**src/rtl/preparser_dispatch.sv**
```systemverilog
// preparser_dispatch: round-robin dispatch of preparser slices onto parser lanes; one register stage (load at N, offered at N+1),
// upstream stalls via o_in_ready while the held slice is unaccepted. Optional PREPARSER_DISPATCH_STAT_EN adds saturating slice/stall counters.
module preparser_dispatch #(
  parameter int NUM_LANES = 4,
  parameter int LANE_W    = 2,
  parameter int SEQ_W     = 16
) (
  input  logic                 i_clk,
  input  logic                 i_rst,
  input  logic                 i_in_valid,
  output logic                 o_in_ready,
  input  logic [143:0]         i_in_data,
  input  logic [15:0]          i_in_token_pos,
  input  logic [16:0]          i_in_address,
  input  logic [2:0]           i_in_garbage,
  input  logic                 i_in_start_lit,
  input  logic                 i_in_last,
  output logic [NUM_LANES-1:0] o_lane_valid,
  input  logic [NUM_LANES-1:0] i_lane_ready,
  input  logic [NUM_LANES-1:0] i_lane_idle,
  output logic [143:0]         o_lane_data,
  output logic [15:0]          o_lane_token_pos,
  output logic [16:0]          o_lane_address,
  output logic [2:0]           o_lane_garbage,
  output logic                 o_lane_start_lit,
  output logic [SEQ_W-1:0]     o_lane_seq,
  output logic                 o_busy,
  output logic                 o_block_done
`ifdef PREPARSER_DISPATCH_STAT_EN
  ,
  output logic [31:0]          o_stat_slices,
  output logic [31:0]          o_stat_stall
`endif
);

  typedef struct packed {
    logic [143:0] data;
    logic [15:0]  token_pos;
    logic [16:0]  address;
    logic [2:0]   garbage;
    logic         start_lit;
  } slice_t;

  typedef enum logic [1:0] {S_IDLE, S_RUN, S_DRAIN, S_DONE} state_t;

  state_t             r_state;
  state_t             w_state_nxt;
  logic               r_out_vld;
  logic [LANE_W-1:0]  r_out_sel;
  logic [LANE_W-1:0]  r_rr_ptr;
  logic [LANE_W-1:0]  w_sel;
  logic [LANE_W-1:0]  w_rr_nxt;
  slice_t             r_payload;
  slice_t             w_in_slice;
  logic [SEQ_W-1:0]   r_seq;
  logic [SEQ_W-1:0]   r_lane_seq;
  logic               w_out_accept;
  logic               w_in_ready;
  logic               w_load;
  logic               w_busy;
  logic               w_block_done;

  assign w_in_slice   = '{data: i_in_data, token_pos: i_in_token_pos, address: i_in_address,
                          garbage: i_in_garbage, start_lit: i_in_start_lit};
  assign w_out_accept = r_out_vld & i_lane_ready[r_out_sel];
  assign w_load       = i_in_valid & w_in_ready;

  // Rotating search from r_rr_ptr; falls back to r_rr_ptr when no lane is ready.
  always_comb begin
    int                idx;
    int                nxt;
    logic              found;
    logic [LANE_W-1:0] w_idx;
    idx   = 0;
    nxt   = 0;
    found = 1'b0;
    w_idx = '0;
    w_sel = r_rr_ptr;
    for (int k = 0; k < NUM_LANES; k++) begin
      idx = int'(r_rr_ptr) + k;
      if (idx >= NUM_LANES) idx = idx - NUM_LANES;
      w_idx = LANE_W'(idx);
      if (!found && i_lane_ready[w_idx]) begin
        w_sel = w_idx;
        found = 1'b1;
      end
    end
    nxt = int'(w_sel) + 1;
    if (nxt >= NUM_LANES) nxt = 0;
    w_rr_nxt = LANE_W'(nxt);
  end

  always_ff @(posedge i_clk) begin
    if (i_rst) r_state <= S_IDLE;
    else       r_state <= w_state_nxt;
  end

  always_comb begin
    w_state_nxt  = r_state;
    w_in_ready   = 1'b0;
    w_busy       = 1'b0;
    w_block_done = 1'b0;
    case (r_state)
      S_IDLE: begin
        w_in_ready = ~r_out_vld | w_out_accept;
        if (i_in_valid && w_in_ready) w_state_nxt = i_in_last ? S_DRAIN : S_RUN;
      end
      S_RUN: begin
        w_busy     = 1'b1;
        w_in_ready = ~r_out_vld | w_out_accept;
        if (i_in_valid && w_in_ready && i_in_last) w_state_nxt = S_DRAIN;
      end
      S_DRAIN: begin
        w_busy = 1'b1;
        if (!r_out_vld && (&i_lane_idle)) w_state_nxt = S_DONE;
      end
      S_DONE: begin
        w_block_done = 1'b1;
        w_state_nxt  = S_IDLE;
      end
      default: w_state_nxt = S_IDLE;
    endcase
  end

  // A held slice never changes lane; the DONE clear cannot collide with a load since in_ready=0 there.
  always_ff @(posedge i_clk) begin
    if (i_rst) begin
      r_out_vld  <= 1'b0;
      r_out_sel  <= '0;
      r_payload  <= '0;
      r_lane_seq <= '0;
      r_seq      <= '0;
      r_rr_ptr   <= '0;
    end else if (w_load) begin
      r_out_vld  <= 1'b1;
      r_out_sel  <= w_sel;
      r_payload  <= w_in_slice;
      r_lane_seq <= r_seq;
      r_seq      <= r_seq + SEQ_W'(1);
      r_rr_ptr   <= w_rr_nxt;
    end else begin
      if (w_out_accept) r_out_vld <= 1'b0;
      if (r_state == S_DONE) begin
        r_seq    <= '0;
        r_rr_ptr <= '0;
      end
    end
  end

  always_comb begin
    o_lane_valid = '0;
    if (r_out_vld) o_lane_valid[r_out_sel] = 1'b1;
  end

  assign o_in_ready       = w_in_ready;
  assign o_lane_data      = r_payload.data;
  assign o_lane_token_pos = r_payload.token_pos;
  assign o_lane_address   = r_payload.address;
  assign o_lane_garbage   = r_payload.garbage;
  assign o_lane_start_lit = r_payload.start_lit;
  assign o_lane_seq       = r_lane_seq;
  assign o_busy           = w_busy;
  assign o_block_done     = w_block_done;

`ifdef PREPARSER_DISPATCH_STAT_EN
  logic [31:0] r_stat_slices;
  logic [31:0] r_stat_stall;

  always_ff @(posedge i_clk) begin
    if (i_rst) begin
      r_stat_slices <= '0;
      r_stat_stall  <= '0;
    end else begin
      if (w_out_accept && (r_stat_slices != '1)) r_stat_slices <= r_stat_slices + 32'd1;
      if (r_out_vld && !w_out_accept && (r_stat_stall != '1)) r_stat_stall <= r_stat_stall + 32'd1;
    end
  end

  assign o_stat_slices = r_stat_slices;
  assign o_stat_stall  = r_stat_stall;
`else
  // statistics counters are absent in this build
`endif

endmodule

```
**config.mk**
```make
export PLATFORM = sky130hd
export DESIGN_NAME = preparser_dispatch
export DESIGN_NICKNAME = d
export VERILOG_FILES = /design/src/rtl/preparser_dispatch.sv
export SDC_FILE = /design/constraint.sdc
export NUM_CORES = 1
export LEC_CHECK = 0
export CORE_AREA = 2 2 153 155
export CTS_CLUSTER_SIZE = 12
export DETAILED_ROUTE_END_ITERATION = 10
export DIE_AREA = 0 0 155 157
export HOLD_SLACK_MARGIN = 0.02
export PLACE_DENSITY = 0.73
export SYNTH_ARGS = -nofsm -noshare
export SYNTH_HDL_FRONTEND = slang
export SYNTH_SLANG_ARGS = --single-unit
```
**constraint.sdc**
```tcl
create_clock -name i_clk -period 4.1 [get_ports i_clk]
set_input_delay 1.23 -clock i_clk [delete_from_list [all_inputs] [get_ports i_clk]]
set_output_delay 1.23 -clock i_clk [all_outputs]
set_load 0.005 [all_outputs]
```
==> metrics.txt, run 1 <==
GPL Wtd Cong 0.805; largest cells by area after synthesis dfxtp_1, nand2_1, a21oi_1, buf_6, buf_2; CTS root buffer clkbuf_16; Worst-path clk slew 0.05 ns; Setup-failing EPs final 0; most used cell, CP clkdlybuf4s50_1; Final Max Slew Viols 0; Hold Crit Class flop to flop; Unique masters post-synth 42; grt total ovfl 0; WS Path Type primary input to output pin; Crit path largest cell delay 0.45 ns; max_cap viols 0; Routed WL per cell 15.4 um; Core Box Area 22500 um2; worst-path fanout max 3; Total Nets Final 1594; CTS Buf Count 25; Post-synth ARST share 0%; syn_area_per_cell 7.98 um2; via count 8157; Routed Antenna Nets 0; Slew @ Worst Pin 0.722 ns; register area share after synthesis 53.6%; CP Cell Sequence clkdlybuf4s50_1, mux2_4, o22ai_1, nor2_1, clkdlybuf4s50_1; Pleak 4.79 nW; Initial Util 36.5%; endpoints failing hold 0; routed length on met1 10700 um; Port Buffer Count 396; Synth top area share 53.6%; Total Routing Usage GR 20.2%; fillcell total 2036; CTS resizes 0; Max Clock Skew 0.0105 ns; maximum VDD drop 0.443 mV; site row count 55; setup TNS 0 ns; pre-CTS WS 0.144 ns; Syn Nets 1227; DR iter-0 viols 470; Post-Layout Cell Count 1699; CP Launch Type primary input; crit path DAT 2.73 ns; area growth from synthesis to layout 60.5%; Worst path slowest cell clkdlybuf4s50_1; Die H 157 um; unrepaired setup endpoints after global routing false; PD cells 555 nW/um2; CTS tree done; kind of end point of the critical path output pin; initial antenna violation count 0; DP Cell Count 1654; layout cells sized above 1 5.02%; I/O pin total 397; highest-count cells in the layout ignoring fill and taps nand2_1, clkdlybuf4s50_1, dfxtp_1; status finished clean; CTS sink cnt 220; post-DP HPWL 18200 um; Synth Flop Type dfxtp_1; global-route wire length before repair 40200 um; most area-hungry cell type in the Yosys netlist dfxtp_1; Required @ worst endpoint 2.87 ns; setup bufs post-CTS 0; DRC 0; Top Layer Used met4; Tmin final 3.96 ns; maximum clock insertion buffer count 3; Ys Warns 0; number of flops mapped to enable cells by yosys 0; final worst path period share 96.5%; vias in the first global route 7605; Max Fclk 0.253 GHz; hold_buf cts 0; H-tree Lvls 1; routed length on met2 13100 um; synthesized cell area 8210 um2; final setup margin 0.143 ns; Mapped Cells 1029; Via density 4.80; Skew-Pair Late Insertion Delay 0.52 ns; commonest non-fill, non-tap cell in the layout nand2_1; met3 routed WL 1380 um; Inserted Diodes 0; largest net degree at the start of global routing 101; final wirelength 26200 um; Slew HR 51.8%; Die Wd 155 um; DRT Pass-1 Iters 5; die area 24300 um2; synthesized flop and latch total 220
-- state kept, by name (all words and copies together), names as in the netlist --
register / flops
o_lane_address: 17
o_lane_data: 144
o_lane_garbage: 3
o_lane_seq: 16
o_lane_start_lit: 1
o_lane_token_pos: 16
r_out_sel: 2
r_out_vld: 1
r_rr_ptr: 2
r_seq: 16
r_state: 2
-- worst max-delay path, delay by kind of cell --
family          cells  cell delay [ns]
buf+inv             2             0.88
mux                 1             0.30
compound gates      1             0.23
simple gates        1             0.08
-- cells in the mapped netlist (2+ instances only) --
library cell	instances
nand2_1	400
nand3b_1	3
o21a_1	2
buf_4	15
a31oi_1	6
nor2_1	28
nand3_1	8
buf_6	12
nand4b_1	2
o21ai_1	7
nor2b_1	3
clkbuf_1	27
a21oi_1	217
nand4_1	4
buf_2	23
ha_1	5
dfxtp_1	220
and4_1	2
mux2_2	2
o31ai_1	3
a211oi_1	8
mux2i_1	2
inv_1	6
or3_1	4
and3_1	2
o21ai_0	2
-- layer usage --
metal | vias up | GRT usage (%)
met4 | 0 | 7.98
met5 | - | 0
met3 | 69 | 3.58
li1 | 4111 | -
met1 | 3720 | 25.1
met2 | 257 | 34.9
-- final cells by class --
class	instances	area [um2]	area share, %
Tap cell	285	357	2.71
Clock buffer	38	754	5.72
Multi-Input combinational cell	726	3340	25.3
Sequential cell	220	4400	33.4
Timing Repair Buffer	417	4210	31.9
Clock inverter	7	92.6	0.702
Inverter	6	22.5	0.171
-- worst paths after layout --
path               startpoint               end  slack, ns  cells after the start
max           i_lane_ready[3]        o_in_ready       0.14                      5
min          o_lane_data[137]  o_lane_data[137]       0.45                      2
max reg2reg        r_state[0]   o_lane_data[11]       1.83                      8
min reg2reg  o_lane_data[137]  o_lane_data[137]       0.45                      2
-- cells by family (layout without fill, tap and decap cells) --
group	after synthesis	count (layout)	synth area share, %
AOI/OAI and AO/OA	252	252	16.3
xor gates and xnor gates	1	1	0.107
adders and majority gates	5	5	0.762
buffers and inverters	83	468	5.93
DFF	220	220	53.6
muxes	5	5	0.701
and+or+nand+nor	463	463	22.6
-- stage by stage --
stage	total power, mW	hold WS [ns]	instance area [um2]	utilization [%]
floorplan	3.92	0.439	8210	-
global placement	5.07	0.440	12300	54.8
detailed placement	5.11	0.446	12300	54.8
CTS	7.40	0.453	13200	58.6
global route	7.75	0.465	13200	58.6
finish	7.31	0.451	13200	58.6
-- power by group --
| part | total (mW) | internal [mW] | switching (mW) | leakage, nW |
|---|---|---|---|---|
| registers | 2.71 | 2.52 | 0.197 | 1.80 |
| logic | 2.33 | 1.19 | 1.14 | 2.57 |
| clock network | 2.26 | 1.39 | 0.873 | 0.420 |
Note: power is estimated with default switching activity, not from simulation.
==> run 2: changes to the inputs <==
CELL_PAD_IN_SITES_DETAIL_PLACEMENT = 1   (was default)
CELL_PAD_IN_SITES_GLOBAL_PLACEMENT = 2   (was default)
CORE_AREA = default   (was 2 2 153 155)
CORE_ASPECT_RATIO = 0.9   (was default)
CORE_UTILIZATION = 24   (was default)
CTS_BUF_LIST = sky130_fd_sc_hd__clkbuf_4   (was default)
DIE_AREA = default   (was 0 0 155 157)
PLACE_DENSITY = default   (was 0.73)
PLACE_DENSITY_LB_ADDON = 0.1   (was default)
==> run 2 against run 1 <==
  * Combinational power is essentially flat
  * Sequential share of layout area shrank 0.10 points
  * First-iteration DRC count shrank 33%
  * Die area grew 44%
  * Highest routed layer unchanged
  * Flip-flop and latch count is the same
  * Clock-buffer cell count grew 52
  * Critical endpoint unchanged
  * Setup slack lost 0.026 ns
==> metrics.txt, run 2 (synthesis results as in run 1) <==
status finished clean; vias in the first global route 8275; maximum VDD drop 0.203 mV; Pleak 4.78 nW; CTS sink cnt 220; largest net degree at the start of global routing 84; CTS Buf Count 67; endpoints failing hold 0; global-route wire length before repair 44800 um; area of the multi-input gates 3340 um2; CTS resizes 0; Worst Hold Depth 2; Routed Antenna Nets 0; die area 35000 um2; Skew-Pair Late Insertion Delay 0.66 ns; number of flip-flops in the largest register 144; R2R depth 7; worst-path fanout max 3; max_cap viols 0; post-DP HPWL 20000 um; crit path DAT 2.75 ns; Required @ worst endpoint 2.87 ns; highest-count cells in the layout ignoring fill and taps nand2_1, clkdlybuf4s50_1, dfxtp_1; Setup-failing EPs final 0; HP Start o_lane_data[38]; I/O pin total 397; Worst-path clk slew 0.06 ns; Worst Setup SP i_lane_ready[2]; worst r2r src r_state[0]; CTS tree done; fillcell total 4023; site row count 63; DRC 0; Final Max Slew Viols 0; Via density 4.38; via count 8403; r2r setup slk 1.86 ns; Max Clock Skew 0.0363 ns; H-tree Lvls 3; Pwr Total 6.99 mW; Core Box Area 33300 um2; hold_buf cts 0; Initial Util 24.6%; unrepaired setup endpoints after global routing false; Port Buffer Count 396; Routed WL per cell 15.5 um; Die H 177 um; commonest non-fill, non-tap cell in the layout nand2_1; WS Path Type primary input to output pin; CTS root buffer clkbuf_4; Tmin final 3.98 ns; area growth from synthesis to layout 61.0%; CP Launch Type primary input; maximum clock insertion buffer count 3; Hold Crit Class flop to flop; DRT Pass-1 Iters 4; initial antenna violation count 1; DR iter-0 viols 315; kind of end point of the critical path output pin; grt total ovfl 0; layout cells sized above 1 8.28%; GPL Wtd Cong 0.735; Slew HR 54.6%; FF+latch area 4400 um2; final wirelength 29800 um; Total Nets Final 1631; Die Wd 197 um; final worst path period share 97.1%; hold endpoint o_lane_data[38]; Max Fclk 0.251 GHz; setup bufs post-CTS 0; Slew @ Worst Pin 0.681 ns; setup TNS 0 ns; Total Routing Usage GR 16.3%; PD cells 528 nW/um2; R2R Path End o_lane_data[52]
[run 2: cell types whose count changed in the layout (fill, tap and decap cells not counted), sizes merged]
| cell | change |
|---|---|
| buf | -5 |
| bufinv | -2 |
| clkbuf | +52 |
| clkinv | -1 |
| clkinvlp | +1 |
| diode | +1 |
| inv | +3 |
[run 2: area by class of cell]
type | count | share of cell area, %
Sequential cell | 220 | 33.3
Timing Repair Buffer | 412 | 31.6
Multi-Input combinational cell | 726 | 25.3
Clock buffer | 90 | 5.11
Tap cell | 455 | 4.31
Clock inverter | 8 | 0.256
Inverter | 6 | 0.170
Antenna cell | 1 | 0.0189
[run 2: power breakdown]
group | switching (mW) | total (mW) | internal (mW) | leakage, nW
logic | 1.17 | 2.34 | 1.17 | 2.54
clock network | 0.942 | 1.94 | 0.994 | 0.436
registers | 0.195 | 2.71 | 2.52 | 1.80
[run 2: stage by stage]
step	cells	area, um2	worst slack (ns)	hold WS, ns	util [%]
3_3_place_gp	1819	12500	0.115	0.441	37.5
3_5_place_dp	1819	12500	0.114	0.446	37.5
4_1_cts	1917	13200	0.102	0.454	39.6
2_1_floorplan	1029	8210	1.08	0.439	-
5_1_grt	1918	13200	0.0277	0.470	39.7
6_report	1918	13200	0.117	0.452	39.7
[run 2: critical path, stage by stage]
cell and delay [ns]:
clkdlybuf4s50_1 0.42, mux2_4 0.31, o22ai_1 0.24, nor2_1 0.09
clkdlybuf4s50_1 0.45
[run 2: how the worst max path moves through the flow]
stage                 end  slack, ns  cells past startpoint
4_1_cts        o_in_ready       0.10                      5
2_1_floorplan  o_in_ready       1.08                      3
6_report       o_in_ready       0.12                      5
3_3_place_gp   o_in_ready       0.12                      5
5_1_grt        o_in_ready       0.03                      5
3_5_place_dp   o_in_ready       0.11                      5
[run 2: routing by layer]
metal | wire [um] | GRT usage (%) | up-vias | share of wire [%]
li1 | - | - | 4199 | -
met1 | 12800 | 19.3 | 3902 | 43
met2 | 14400 | 27.2 | 241 | 48
met3 | 1810 | 4.75 | 61 | 6.1
met4 | 802 | 7.01 | 0 | 2.7
met5 | 0 | 0 | - | 0
==> run 3: changes to the inputs <==
CORE_UTILIZATION = 20   (was 24)
clock period = 3.6 ns   (was 4.1 ns; I/O delays follow)
==> run 3 against run 2 <==
  * Final area up 1.9%
  * Global-route usage down 1.0 points
  * First-iteration DRC count down 16%
  * Sequential power up 14%
  * Hold slack about the same
  * Flip-flop and latch count unchanged
  * Clock skew up 0.00067 ns
  * Die area up 20%
  * Sequential share of layout area down 0.63 points
  * Setup slack better by 0.23 ns
  * Clock power up 22%
  * Critical path type unchanged
==> metrics.txt, run 3 (synthesis results as in run 1) <==
H-tree Lvls 3; Port Buffer Count 396; area growth from synthesis to layout 64.1%; die area 41900 um2; WP buf/inv 2; CTS Buf Count 70; Pwr Total 8.20 mW; post-DP HPWL 21800 um; Max Clock Skew 0.0369 ns; CTS root buffer clkbuf_4; worst r2r src r_state[0]; Via density 4.22; number of flip-flops in the largest register 144; GPL Wtd Cong 0.732; Initial Util 20.2%; Slew HR 57.3%; maximum clock insertion buffer count 3; hold_buf cts 0; Skew-Pair Late Insertion Delay 0.74 ns; R2R Path End r_seq[3]; Core Box Area 40600 um2; Slew @ Worst Pin 0.641 ns; largest net degree at the start of global routing 85; setup TNS 0 ns; logic depth of the worst path, buffers included 5; Pleak 4.85 nW; Max Fclk 0.308 GHz; Routed Antenna Nets 0; Tmin final 3.25 ns; CTS sink cnt 220; DRC 0; r2r setup slk 1.50 ns; grt total ovfl 0; vias in the first global route 8590; Crit path largest cell delay 0.42 ns; Hold Crit Class flop to flop; Required @ worst endpoint 2.52 ns; worst-path fanout max 2; Setup-failing EPs final 0; initial antenna violation count 2; site row count 70; kind of end point of the critical path output pin; CP Cell Sequence clkdlybuf4s50_1, mux2_4, o22ai_2, nor2_1, dlymetal6s2s_1; maximum VDD drop 0.339 mV; DR iter-0 viols 266; global-route wire length before repair 49800 um; CTS tree done; fillcell total 4838; layout cells sized above 1 9.21%; CP delay by family, top buffers and inverters; Worst Setup SP i_lane_ready[2]; endpoints failing hold 0; Post-Layout Cell Count 2019; via count 8519; critical path endpoint o_in_ready; Worst-path clk slew 0.06 ns; status finished clean; crit path DAT 2.17 ns; final worst path period share 90.3%; I/O pin total 397; commonest non-fill, non-tap cell in the layout nand2_1; Total Nets Final 1640; Routed WL per cell 16.2 um; Die H 194 um; R2R depth 7; WHS 0.452 ns; Worst path slowest cell clkdlybuf4s50_1; DP Cell Count 1910; final wirelength 32600 um; max_cap viols 0; unrepaired setup endpoints after global routing false; Total Routing Usage GR 15.2%; Die Wd 216 um; DRT Pass-1 Iters 4; Final Max Slew Viols 0; highest-count cells in the layout ignoring fill and taps nand2_1, clkdlybuf4s50_1, dfxtp_1; WS Path Type primary input to output pin; CP Launch Type primary input; setup bufs post-CTS 0; PD cells 608 nW/um2
-- run 3: cell types whose count changed in the layout (fill, tap and decap cells not counted), moves of 2 or more --
cell,previous run,this run
diode_2,1,3
clkinvlp_4,1,3
clkbuf_4,90,97
buf_4,9,13
buf_12,7,9
-- run 3: metrics by stage --
| stage | area, um2 | setup slack (ns) | util, % |
|---|---|---|---|
| 6_report | 13500 | 0.348 | 33.2 |
| 5_1_grt | 13500 | 0.132 | 33.2 |
| 3_3_place_gp | 12700 | 0.0168 | 31.3 |
| 3_5_place_dp | 12700 | 0.0162 | 31.3 |
| 4_1_cts | 13500 | 0.00641 | 33.2 |
| 2_1_floorplan | 8210 | 0.877 | - |
-- run 3: timing repair --
item,4_1_cts,5_1_grt
endpoints found under the setup margin,0,1
hold endpoints to repair,0,0
resized for setup,0,2
-- run 3: worst min path at each step --
stage / from / end / slack [ns] / cells past startpoint
global placement: o_lane_data[84] / o_lane_data[84] / 0.44 / 2
detailed placement: o_lane_data[65] / o_lane_data[65] / 0.45 / 2
finish: o_lane_data[137] / o_lane_data[137] / 0.45 / 2
floorplan: r_seq[15] / o_lane_seq[15] / 0.44 / 2
CTS: o_lane_data[77] / o_lane_data[77] / 0.45 / 2
global route: o_lane_data[137] / o_lane_data[137] / 0.47 / 2
-- run 3: worst min-delay path: cells and delay by family, from the launching register on --
| family | cells | cell delay, ns |
|---|---|---|
| AO/OA/AOI/OAI | 1 | 0.05 |
| flip-flops | 1 | 0.30 |
| AND/OR/NAND/NOR | 1 | 0.05 |
-- run 3: power by group --
group	internal (mW)	switching, mW
Combinational	1.36	1.37
Sequential	2.87	0.226
Clock	1.22	1.15
Total	5.44	2.76
-- run 3: layer usage --
metal  vias to the layer above  share of wire, %  global-route usage, %
li1                       4230                 -                      -
met1                      3992                44                   18.1
met2                       225                48                   25.0
met3                        72               5.7                   4.89
met4                         0               3.1                   6.75
met5                         -                 0                      0
-- run 3: final cells by class --
| cell class | count | area (um2) | area share (%) |
|---|---|---|---|
| diodes | 3 | 7.51 | 0.0557 |
| clock buffers | 97 | 728 | 5.40 |
| clock inverters | 9 | 45.0 | 0.334 |
| inverters | 6 | 22.5 | 0.167 |
| multi-input cells | 726 | 3350 | 24.8 |
| flip-flops and latches | 220 | 4400 | 32.7 |
| well taps | 540 | 676 | 5.01 |
| repair buffers | 418 | 4250 | 31.5 |
